==> config.mk <==
export PLATFORM = sky130hd
export DESIGN_NAME = ov7670_stream_gen_flat
export DESIGN_NICKNAME = d
export VERILOG_FILES = /design/src/rtl/ov7670_stream_gen_if.sv /design/src/rtl/ov7670_stream_gen.sv /design/src/flat_wrapper.sv
export SDC_FILE = /design/constraint.sdc
export NUM_CORES = 1
export LEC_CHECK = 0
export ABC_AREA = 1
export BUFFER_PORTS_ARGS = -buffer_cell sky130_fd_sc_hd__buf_2
export CAP_MARGIN = 20
export CORE_AREA = 2 2 70 105
export DETAILED_ROUTE_END_ITERATION = 10
export DIE_AREA = 0 0 72 107
export GPL_ROUTABILITY_DRIVEN = 0
export PLACE_DENSITY = 0.77
export SKIP_LAST_GASP = 1
export SYNTH_ARGS = -nofsm -noshare
export SYNTH_HDL_FRONTEND = slang
export SYNTH_SLANG_ARGS = --single-unit
==> constraint.sdc <==
create_clock -name CLOCK_24 -period 5.6 [get_ports CLOCK_24]
set_input_delay 0.84 -clock CLOCK_24 [delete_from_list [all_inputs] [get_ports CLOCK_24]]
set_output_delay 0.84 -clock CLOCK_24 [all_outputs]
set_load 0.02 [all_outputs]
==> src/rtl/ov7670_stream_gen_if.sv <==
// OV7670 camera-side pixel bus: pixel clock, frame/line syncs, data byte.
// The stream generator drives it; the capture receiver listens.
interface ov7670_stream_gen_if;
    logic       PCLK;
    logic       VSYNC;
    logic       HREF;
    logic [7:0] D;

    modport master (output PCLK, VSYNC, HREF, D);
    modport slave  (input  PCLK, VSYNC, HREF, D);
endinterface

==> src/rtl/ov7670_stream_gen.sv <==
// OV7670 VGA YCbCr 4:2:2 stream generator: bars, gradient, moving square, black.
// Outputs change on the PCLK falling edge and hold across the rising edge.
module ov7670_stream_gen #(
    parameter int H_ACTIVE  = 640,
    parameter int H_BLANK   = 288,
    parameter int VS_LINES  = 3,
    parameter int VBP_LINES = 17,
    parameter int V_ACTIVE  = 480,
    parameter int VFP_LINES = 10,
    parameter int SQ_SIZE   = 32
) (
    input  logic                CLOCK_24,
    input  logic                rst,
    input  logic                en,
    input  logic [1:0]          mode,
    ov7670_stream_gen_if.master cam,
    output logic                frame_done,
    output logic [7:0]          frame_cnt
);
    localparam int LINE_B  = 2 * H_ACTIVE + H_BLANK;
    localparam int FRAME_L = VS_LINES + VBP_LINES + V_ACTIVE + VFP_LINES;
    localparam int BW      = $clog2(LINE_B);
    localparam int LW      = $clog2(FRAME_L);
    localparam int SQ_Y    = 224;

    localparam logic [BW-1:0] B_LAST = BW'(LINE_B - 1);
    localparam logic [BW-1:0] B_ACT  = BW'(2 * H_ACTIVE);
    localparam logic [LW-1:0] L_LAST = LW'(FRAME_L - 1);
    localparam logic [LW-1:0] L_VBP  = LW'(VS_LINES);
    localparam logic [LW-1:0] L_ACT  = LW'(VS_LINES + VBP_LINES);
    localparam logic [LW-1:0] L_VFP  = LW'(VS_LINES + VBP_LINES + V_ACTIVE);
    localparam logic [9:0]    SQ_MAX = 10'(H_ACTIVE - SQ_SIZE);

    typedef enum logic [2:0] {
        S_IDLE,
        S_VS,
        S_VBP,
        S_ACT,
        S_VFP
    } state_t;

    state_t        state_q, state_d;
    logic          ph_q;
    logic [BW-1:0] byte_q, byte_d;
    logic [LW-1:0] line_q, line_d;
    logic [1:0]    mode_q, mode_d;
    logic [9:0]    sq_x_q, sq_x_d, sq_inc;
    logic          fd_q, fd_d;
    logic [7:0]    fcnt_q, fcnt_d;
    logic          vs_q, vs_d;
    logic          href_q, href_d;
    logic [7:0]    d_q, d_d;
    logic          start;

    logic [9:0]    x, px, y;
    logic [10:0]   sq_hi;
    logic          in_sq;
    logic [7:0]    pix_y, pix_cb, pix_cr, sel;

    // Position (byte_d, line_d) is the byte that goes out after this step
    always_comb begin
        state_d = state_q;
        byte_d  = byte_q;
        line_d  = line_q;
        mode_d  = mode_q;
        sq_x_d  = sq_x_q;
        fcnt_d  = fcnt_q;
        fd_d    = 1'b0;
        start   = 1'b0;
        sq_inc  = sq_x_q + 10'd4;
        if (ph_q) begin
            if (state_q == S_IDLE) begin
                start = en;
            end else if (byte_q == B_LAST && line_q == L_LAST) begin
                fd_d    = 1'b1;
                fcnt_d  = fcnt_q + 8'd1;
                sq_x_d  = (sq_inc > SQ_MAX) ? '0 : sq_inc;
                start   = en;
                state_d = S_IDLE;
                byte_d  = '0;
                line_d  = '0;
            end else begin
                if (byte_q == B_LAST) begin
                    byte_d = '0;
                    line_d = line_q + LW'(1);
                end else begin
                    byte_d = byte_q + BW'(1);
                end
                unique case (1'b1)
                    line_d < L_VBP:                    state_d = S_VS;
                    line_d >= L_VBP && line_d < L_ACT: state_d = S_VBP;
                    line_d >= L_ACT && line_d < L_VFP: state_d = S_ACT;
                    default:                           state_d = S_VFP;
                endcase
            end
            if (start) begin
                state_d = S_VS;
                byte_d  = '0;
                line_d  = '0;
                mode_d  = mode;
            end
        end
    end

    // Chroma bytes take the even pixel of the pair
    always_comb begin
        x      = 10'(byte_d >> 1);
        px     = byte_d[0] ? x : {x[9:1], 1'b0};
        y      = 10'(line_d - L_ACT);
        sq_hi  = {1'b0, sq_x_q} + 11'(SQ_SIZE);
        in_sq  = px >= sq_x_q && {1'b0, px} < sq_hi &&
                 y >= 10'(SQ_Y) && y < 10'(SQ_Y + SQ_SIZE);
        pix_y  = 8'd16;
        pix_cb = 8'd128;
        pix_cr = 8'd128;
        unique case (mode_d)
            2'd0: begin
                if (px < 10'd160) begin
                    pix_y = 8'd81;  pix_cb = 8'd90;  pix_cr = 8'd240;
                end else if (px < 10'd320) begin
                    pix_y = 8'd145; pix_cb = 8'd54;  pix_cr = 8'd34;
                end else if (px < 10'd480) begin
                    pix_y = 8'd210; pix_cb = 8'd16;  pix_cr = 8'd146;
                end else begin
                    pix_y = 8'd41;  pix_cb = 8'd240; pix_cr = 8'd110;
                end
            end
            2'd1: pix_y = px[9:2];
            2'd2: begin
                if (in_sq) begin
                    pix_y = 8'd145; pix_cb = 8'd54; pix_cr = 8'd34;
                end
            end
            default: ;
        endcase
        sel = pix_y;
        unique case (byte_d[1:0])
            2'd0:    sel = pix_cb;
            2'd2:    sel = pix_cr;
            default: sel = pix_y;
        endcase
        vs_d   = state_d == S_VS;
        href_d = state_d == S_ACT && byte_d < B_ACT;
        d_d    = href_d ? sel : 8'd0;
    end

    always_ff @(posedge CLOCK_24) begin
        if (!rst) begin
            ph_q    <= 1'b0;
            state_q <= S_IDLE;
            byte_q  <= '0;
            line_q  <= '0;
            mode_q  <= '0;
            sq_x_q  <= '0;
            fd_q    <= 1'b0;
            fcnt_q  <= '0;
            vs_q    <= 1'b0;
            href_q  <= 1'b0;
            d_q     <= '0;
        end else begin
            ph_q <= ~ph_q;
            fd_q <= fd_d;
            if (ph_q) begin
                state_q <= state_d;
                byte_q  <= byte_d;
                line_q  <= line_d;
                mode_q  <= mode_d;
                sq_x_q  <= sq_x_d;
                fcnt_q  <= fcnt_d;
                vs_q    <= vs_d;
                href_q  <= href_d;
                d_q     <= d_d;
            end
        end
    end

    assign cam.PCLK   = ph_q;
    assign cam.VSYNC  = vs_q;
    assign cam.HREF   = href_q;
    assign cam.D      = d_q;
    assign frame_done = fd_q;
    assign frame_cnt  = fcnt_q;
endmodule

==> src/flat_wrapper.sv <==
// flat-port wrapper written by rule: the top's interface ports become plain ports
module ov7670_stream_gen_flat 
#(
    parameter int H_ACTIVE  = 640,
    parameter int H_BLANK   = 288,
    parameter int VS_LINES  = 3,
    parameter int VBP_LINES = 17,
    parameter int V_ACTIVE  = 480,
    parameter int VFP_LINES = 10,
    parameter int SQ_SIZE   = 32
)
  (CLOCK_24, rst, en, mode, frame_done, frame_cnt, cam_PCLK, cam_VSYNC, cam_HREF, cam_D);
  ov7670_stream_gen_if cam_i ();
  input  logic CLOCK_24;
  input  logic rst;
  input  logic en;
  input  logic [1:0] mode;
  output logic frame_done;
  output logic [7:0] frame_cnt;
  output wire logic [$bits(cam_i.PCLK)-1:0] cam_PCLK;
  output wire logic [$bits(cam_i.VSYNC)-1:0] cam_VSYNC;
  output wire logic [$bits(cam_i.HREF)-1:0] cam_HREF;
  output wire logic [$bits(cam_i.D)-1:0] cam_D;
  assign cam_PCLK = cam_i.PCLK;
  assign cam_VSYNC = cam_i.VSYNC;
  assign cam_HREF = cam_i.HREF;
  assign cam_D = cam_i.D;
  ov7670_stream_gen #(.H_ACTIVE(H_ACTIVE), .H_BLANK(H_BLANK), .VS_LINES(VS_LINES), .VBP_LINES(VBP_LINES), .V_ACTIVE(V_ACTIVE), .VFP_LINES(VFP_LINES), .SQ_SIZE(SQ_SIZE)) u_core (.CLOCK_24(CLOCK_24), .rst(rst), .en(en), .mode(mode), .cam(cam_i), .frame_done(frame_done), .frame_cnt(frame_cnt));
endmodule
## Word-level counts from Yosys, hierarchy flattened

Index checks and enable logic that the tools add are counted.

| word-level totals | value |
|---|---|
| register bits | 55 |
| bits in latches | 0 |
| memory bits (writable) | 0 |
| bits in read-only memories | 0 |
| bits of input ports | 5 |
| output and inout port bits | 20 |
| word-level logic and storage cells | 96 |
| memories kept | 0 |

| cells by class | value |
|---|---|
| $add $sub $neg | 6 |
| multipliers | 0 |
| div/mod/pow operators | 0 |
| order comparisons | 14 |
| equal/unequal tests | 7 |
| shift-type cells | 0 |
| muxes and demuxes | 43 |
| bitwise gates (word level) | 3 |
| reduce and logical (&&, ||, !) cells | 12 |

Operator list:

| kind | number |
|---|---|
| $mux 8 | 13 |
| $mux 9 | 8 |
| $mux 11 | 5 |
| $pmux 8 s2 | 3 |
| $lt 10x9->1 const B | 3 |
| $pmux 8 s3 | 1 |
| $mux 3 | 4 |
| $add 10x6->11 const B | 1 |
| $add 11x1->11 const B | 1 |
| $eq 11x11->1 const B | 1 |
| $lt 10x11->1 | 1 |
| $lt 11x11->1 const B | 1 |
| $add 10x3->10 const B | 1 |
| $ge 10x10->1 | 1 |
| $ge 10x8->1 const B | 1 |
| $gt 10x10->1 const B | 1 |
| $lt 10x8->1 const B | 1 |
| $mux 10 | 1 |
| $sub 9x5->10 const B | 1 |
| $add 9x1->9 const B | 1 |
| $eq 9x9->1 const B | 1 |
| $ge 9x2->1 const B | 1 |
| $ge 9x5->1 const B | 1 |
| $lt 9x2->1 const B | 1 |
| other kinds (16) | 31 |

## Depth between registers and ports, before layout

| logic depth | value |
|---|---|
| depth in word-level cells | 17 |
| mapped depth | 25 |
| gate-level depth less buffers | 25 |

## Least setup slack after synthesis

OpenSTA, ideal clock, no wires.

| path | value |
|---|---|
| path kind | register to register |
| start point | register u_core.byte_q[1] |
| end point | register u_core.d_q[7] (netlist: u_core.cam.D[7]) |
| setup time | 0.113 ns |
| data arrival time | 2.841 ns |
| data required time | 5.487 ns |
| path slack | 2.646 ns |
| stages on the path, launching flop included | 22 |
| path buffers | 0 |
| period minus slack after synthesis | 2.954 ns |
| cell sequence | dfxtp_1 > ha_1 > nand3_1 > nor3_4 > nand2_1 > nand2_1 > inv_2 > nand2_4 > inv_2 > a22oi_1 > inv_1 > ha_1 > a21oi_1 > o31ai_1 > a211oi_1 > nand2_1 > nor2_4 > nand3_4 > nand2_1 > nand2_1 > nand3_1 > nand2_1 |

| on the way | value |
|---|---|
| elaborated cells between the ends (all ways) | 70 |
| those cells by class | add/sub: 2; order compare: 13; eq/ne: 5; mux: 41; reduce/logical: 9 |

RTL lines:

| element | RTL line | RTL |
|---|---|---|
| start, declared | ov7670_stream_gen.sv:44 | `logic [BW-1:0] byte_q, byte_d;` |
| start signal, assigned | ov7670_stream_gen.sv:165 | `byte_q <= byte_d;` |
| parallel branches: the longest is 5 deep, another holds $add 11x1->11 | -- |  |
| $mux 11 * | ov7670_stream_gen.sv:96 | `if (start) begin` |
| $mux 11 * | ov7670_stream_gen.sv:71 | `if (ph_q) begin` |
| net u_core.byte_d[5] | ov7670_stream_gen.sv:44 |  |
| $lt 10x11->1 / $ge 10x10->1 (equally long branches) | ov7670_stream_gen.sv:111 | `in_sq = px >= sq_x_q && {1'b0, px} < sq_hi &&` |
| $logic_and 1x1->1 (2 in a row) | ov7670_stream_gen.sv:111 |  |
| $logic_and 1x1->1 | ov7670_stream_gen.sv:112 | `y >= 10'(SQ_Y) && y < 10'(SQ_Y + SQ_SIZE);` |
| $mux 8 | ov7670_stream_gen.sv:130 | `if (in_sq) begin` |
| $pmux 8 s3 / $pmux 8 s2 (equally long branches) | ov7670_stream_gen.sv:116 | `unique case (mode_d)` |
| $pmux 8 s2 | ov7670_stream_gen.sv:137 | `unique case (byte_d[1:0])` |
| $mux 8 * | ov7670_stream_gen.sv:144 | `d_d = href_d ? sel : 8'd0;` |
| end signal, assigned | ov7670_stream_gen.sv:159 | `d_q <= '0;` |
| end signal, assigned | ov7670_stream_gen.sv:172 | `d_q <= d_d;` |
| end, declared | ov7670_stream_gen.sv:52 | `logic [7:0] d_q, d_d;` |

Mark *: on every way through the listed nets, which the timed path passes. The select of a mux whose other input is x is not followed.
A chain may end at the register's enable or synchronous reset.

## Worst setup path after layout

Same ends and word-level chain as after synthesis.

==> metrics <==
start point of the worst min-delay path=u_core.cam.D[0]; number of nets with antenna violations after routing=0; Root Driver=sky130_fd_sc_hd__clkbuf_8; number of warnings issued by yosys=0; cell area reported after detailed placement=4136 um2; cell area power density=173.5 nW/um2; area of the die=7704 um2; Antenna Diode Count=0; final core area utilization=62.42%; Min-Delay Path Depth=2; number of DRC markers after the initial detailed-route iteration=185; die extent in y=107 um; Clock Skew=0.01517 ns; register-to-register path setup slack=2.00 ns; count of cell types in the netlist=50; Worst path top cell family by delay=simple AND/OR/NAND/NOR gates; cts repair resizes=0; final critical-path share of the clock period=64.34%; required time at the worst-slack endpoint=5.82 ns; worst endpoint data arrival time=3.82 ns; Filler cells=653; time the worst path needs with I/O delays and setup=3.603 ns; number of buffers added to fix hold violations after cts=0; floorplan row count=37; Critical Path Most Common Cell=sky130_fd_sc_hd__nand2_1; Design Area, Final=4248 um2; clock-pin transition on the worst setup and hold timing paths=0.10 ns; Avg Cell Area, Syn=6.451 um2; number of buffer and inverter instances along the worst setup path=2; Critical Path Slowest Stage Cell=sky130_fd_sc_hd__dfxtp_1; antenna violations before repair=0; final count of negative-setup-slack endpoints=0; startpoint-to-endpoint class of the critical path=reg -> reg; total CTS buffers=5; via count of the first global-routing pass=3773; WHS Endpoint=u_core.cam.D[0]; Post-DP HPWL=7697 um; total wire length after detailed routing=9744 um; fraction of the yosys area taken by sequential cells=26.70%; top flip-flop cell by instance count after synthesis=sky130_fd_sc_hd__dfxtp_1; maximum frequency from static timing analysis=277.6 MHz; CTS tree=yes; CORE AREA=6805 um2; initial core utilization=58.39%; Maximum Capacitance Violations=0; total clock sinks=53; Critical R2R Capture=u_core.cam.D[7]; routed vias=3921; worst-case headroom to the max-slew limit=43.90%; wire length of the first global-routing pass=16470 um; Leak=1.905 nW; Port Buf Inserts=24; mean routed wirelength per cell=13.61 um; # nets final=663; maximum number of pins on one net before global-route repair=34; crit-path max cell delay=0.40 ns; Max Transition Viols Final=0; signed area change from the synthesized netlist to the final layout=6.895%; source of the worst register-to-register timing path=u_core.byte_q[1]; gate count of the mapped netlist=616; Pre-Repair DR Iteration Count=4; synthesized net count=642; Post-CTS Setup Repair Bufs=0; number of vias per cell after detailed routing=5.476; GRT Resource Usage Total=26.73%; FFs w/ async S/R, synth=0%; outcome=finished clean; Max Root-Sink Buffers=2; sequence of cells on the critical path=ha_1, nand2_1, nor2_1, nand3_2, nand2_2, nand3_4, nand2_4, inv_2, a22oi_1, inv_1, ha_1, a21oi_1, o31ai_1, a211oi_1, nand2_1, nor2_4, nand3_4, nand2_1, nand2_1, nand3_1, nand2_1; RSZ-0062 raised after global routing=no; post-route total power=737.2 uW; width of the die=72 um; Netlist Area Pre-Place=3974 um2; largest fanout on the critical path=12; total negative slack=0 ns; worst hold path type=reg -> reg; DRC viols=0; aggregate global routing overflow=0; Hold Vio Cnt, Final=0; worst hold slack across all endpoints=0.4522 ns; critical path capture point type=flop; launching element type of the critical path=flop; share of cells above drive strength 1=15.20%; clock latency of the later-clocked register in the worst-skew pair=0.31 ns; count of flip-flops with a built-in enable after synthesis=0; CTS H-Tree Depth=2; peak supply drop=0.0001298 V; num ports=25; transition time at the pin with the least slew margin=0.8384 ns; reg2reg path depth=21; flip-flop and latch count after synthesis=53
-- registers in the layout, summed over array words and instances (netlist names) --
name,flops
u_core.cam.D,8
u_core.line_q,9
u_core.state_q,3
u_core.sq_x_q,8
u_core.cam.PCLK,1
u_core.cam.HREF,1
u_core.frame_done,1
u_core.frame_cnt,8
u_core.byte_q,11
u_core.mode_q,2
u_core.cam.VSYNC,1
-- routing by layer --
layer	GRT usage, %	up-vias	share of wire (%)
li1	-	2022	-
met1	27.95	1773	40
met2	49.40	90	53
met3	3.853	36	3.0
met4	15.36	0	4.3
met5	0	-	0
-- synth_stat cells, drive strengths merged, types with 6 or more instances --
cell type  number  area share (%)
clkinv          6            0.60
ha             21             6.6
nand4           8             1.3
o21ai          35             5.4
inv            81             7.7
dfxtp          53              27
nor2           80             9.5
nand3          39             6.2
o211ai          8             1.5
o22ai           7             1.3
nand2         194              19
buf             6             1.1
nor3           11             1.8
xor2           12             2.6
a21oi          35             4.8
-- how the worst max path moves through the flow --
stage / cells past startpoint / from / to
detailed placement: 21 / u_core.byte_q[1] / u_core.cam.D[7]
CTS: 21 / u_core.byte_q[1] / u_core.cam.D[7]
floorplan: 21 / u_core.byte_q[1] / u_core.cam.D[7]
global route: 21 / u_core.byte_q[1] / u_core.cam.D[7]
global placement: 21 / u_core.byte_q[1] / u_core.cam.D[7]
finish: 21 / u_core.byte_q[1] / u_core.cam.D[7]
-- layout by cell type, fill, tap and decap left out, drive strengths merged, types with 11 or more instances in the layout --
cell type and instances:
nand2 194, nor2 80, ha 21, dfxtp 53
nor3 11, a21oi 35, nand3 39, o21ai 35
buf 25, inv 81, xor2 12
-- kinds of logic (layout without fill, tap and decap cells) --
logic type / count (synthesis) / count (layout) / share of synthesized area, %
flops: 53 / 53 / 26.70
simple gates: 336 / 336 / 38.92
fa+ha+maj: 21 / 21 / 6.612
compound gates: 96 / 96 / 15.24
buf+inv: 98 / 120 / 9.887
xor+xnor: 12 / 12 / 2.645
-- cell type report --
| class | count | area, um2 | area share [%] |
|---|---|---|---|
| multi-input cells | 465 | 2520 | 59.32 |
| clock buffers | 6 | 72.57 | 1.708 |
| repair buffers | 25 | 127.6 | 3.004 |
| well taps | 78 | 97.59 | 2.297 |
| inverters | 87 | 330.3 | 7.776 |
| clock inverters | 2 | 38.79 | 0.9131 |
| flip-flops and latches | 53 | 1061 | 24.98 |
-- worst register-to-register path, stage by stage, from the launching register on --
cell and delay (ns):
sky130_fd_sc_hd__dfxtp_1 0.40, sky130_fd_sc_hd__ha_1 0.22, sky130_fd_sc_hd__nand2_1 0.07, sky130_fd_sc_hd__nor2_1 0.20, sky130_fd_sc_hd__nand3_2 0.30, sky130_fd_sc_hd__nand2_2 0.23
sky130_fd_sc_hd__nand3_4 0.10, sky130_fd_sc_hd__nand2_4 0.12, sky130_fd_sc_hd__inv_2 0.07, sky130_fd_sc_hd__a22oi_1 0.19, sky130_fd_sc_hd__inv_1 0.09, sky130_fd_sc_hd__ha_1 0.34
sky130_fd_sc_hd__a21oi_1 0.15, sky130_fd_sc_hd__o31ai_1 0.08, sky130_fd_sc_hd__a211oi_1 0.26, sky130_fd_sc_hd__nand2_1 0.12, sky130_fd_sc_hd__nor2_4 0.18, sky130_fd_sc_hd__nand3_4 0.12
sky130_fd_sc_hd__nand2_1 0.10, sky130_fd_sc_hd__nand2_1 0.05, sky130_fd_sc_hd__nand3_1 0.08, sky130_fd_sc_hd__nand2_1 0.04
-- power breakdown --
part	switching (mW)	internal, mW	total (mW)
Clock	0.128	0.134	0.263
Combinational	0.0664	0.0242	0.0906
Sequential	0.00418	0.380	0.384
-- per-stage QoR --
| step | instances | setup WS, ns |
|---|---|---|
| after CTS | 716 | 2.002 |
| after detailed placement | 708 | 2.013 |
| after global routing | 716 | 1.619 |
| final | 716 | 1.997 |
| after global placement | 708 | 2.159 |
| after floorplan | 616 | 2.646 |
Note: power is estimated with default switching activity, not from simulation.
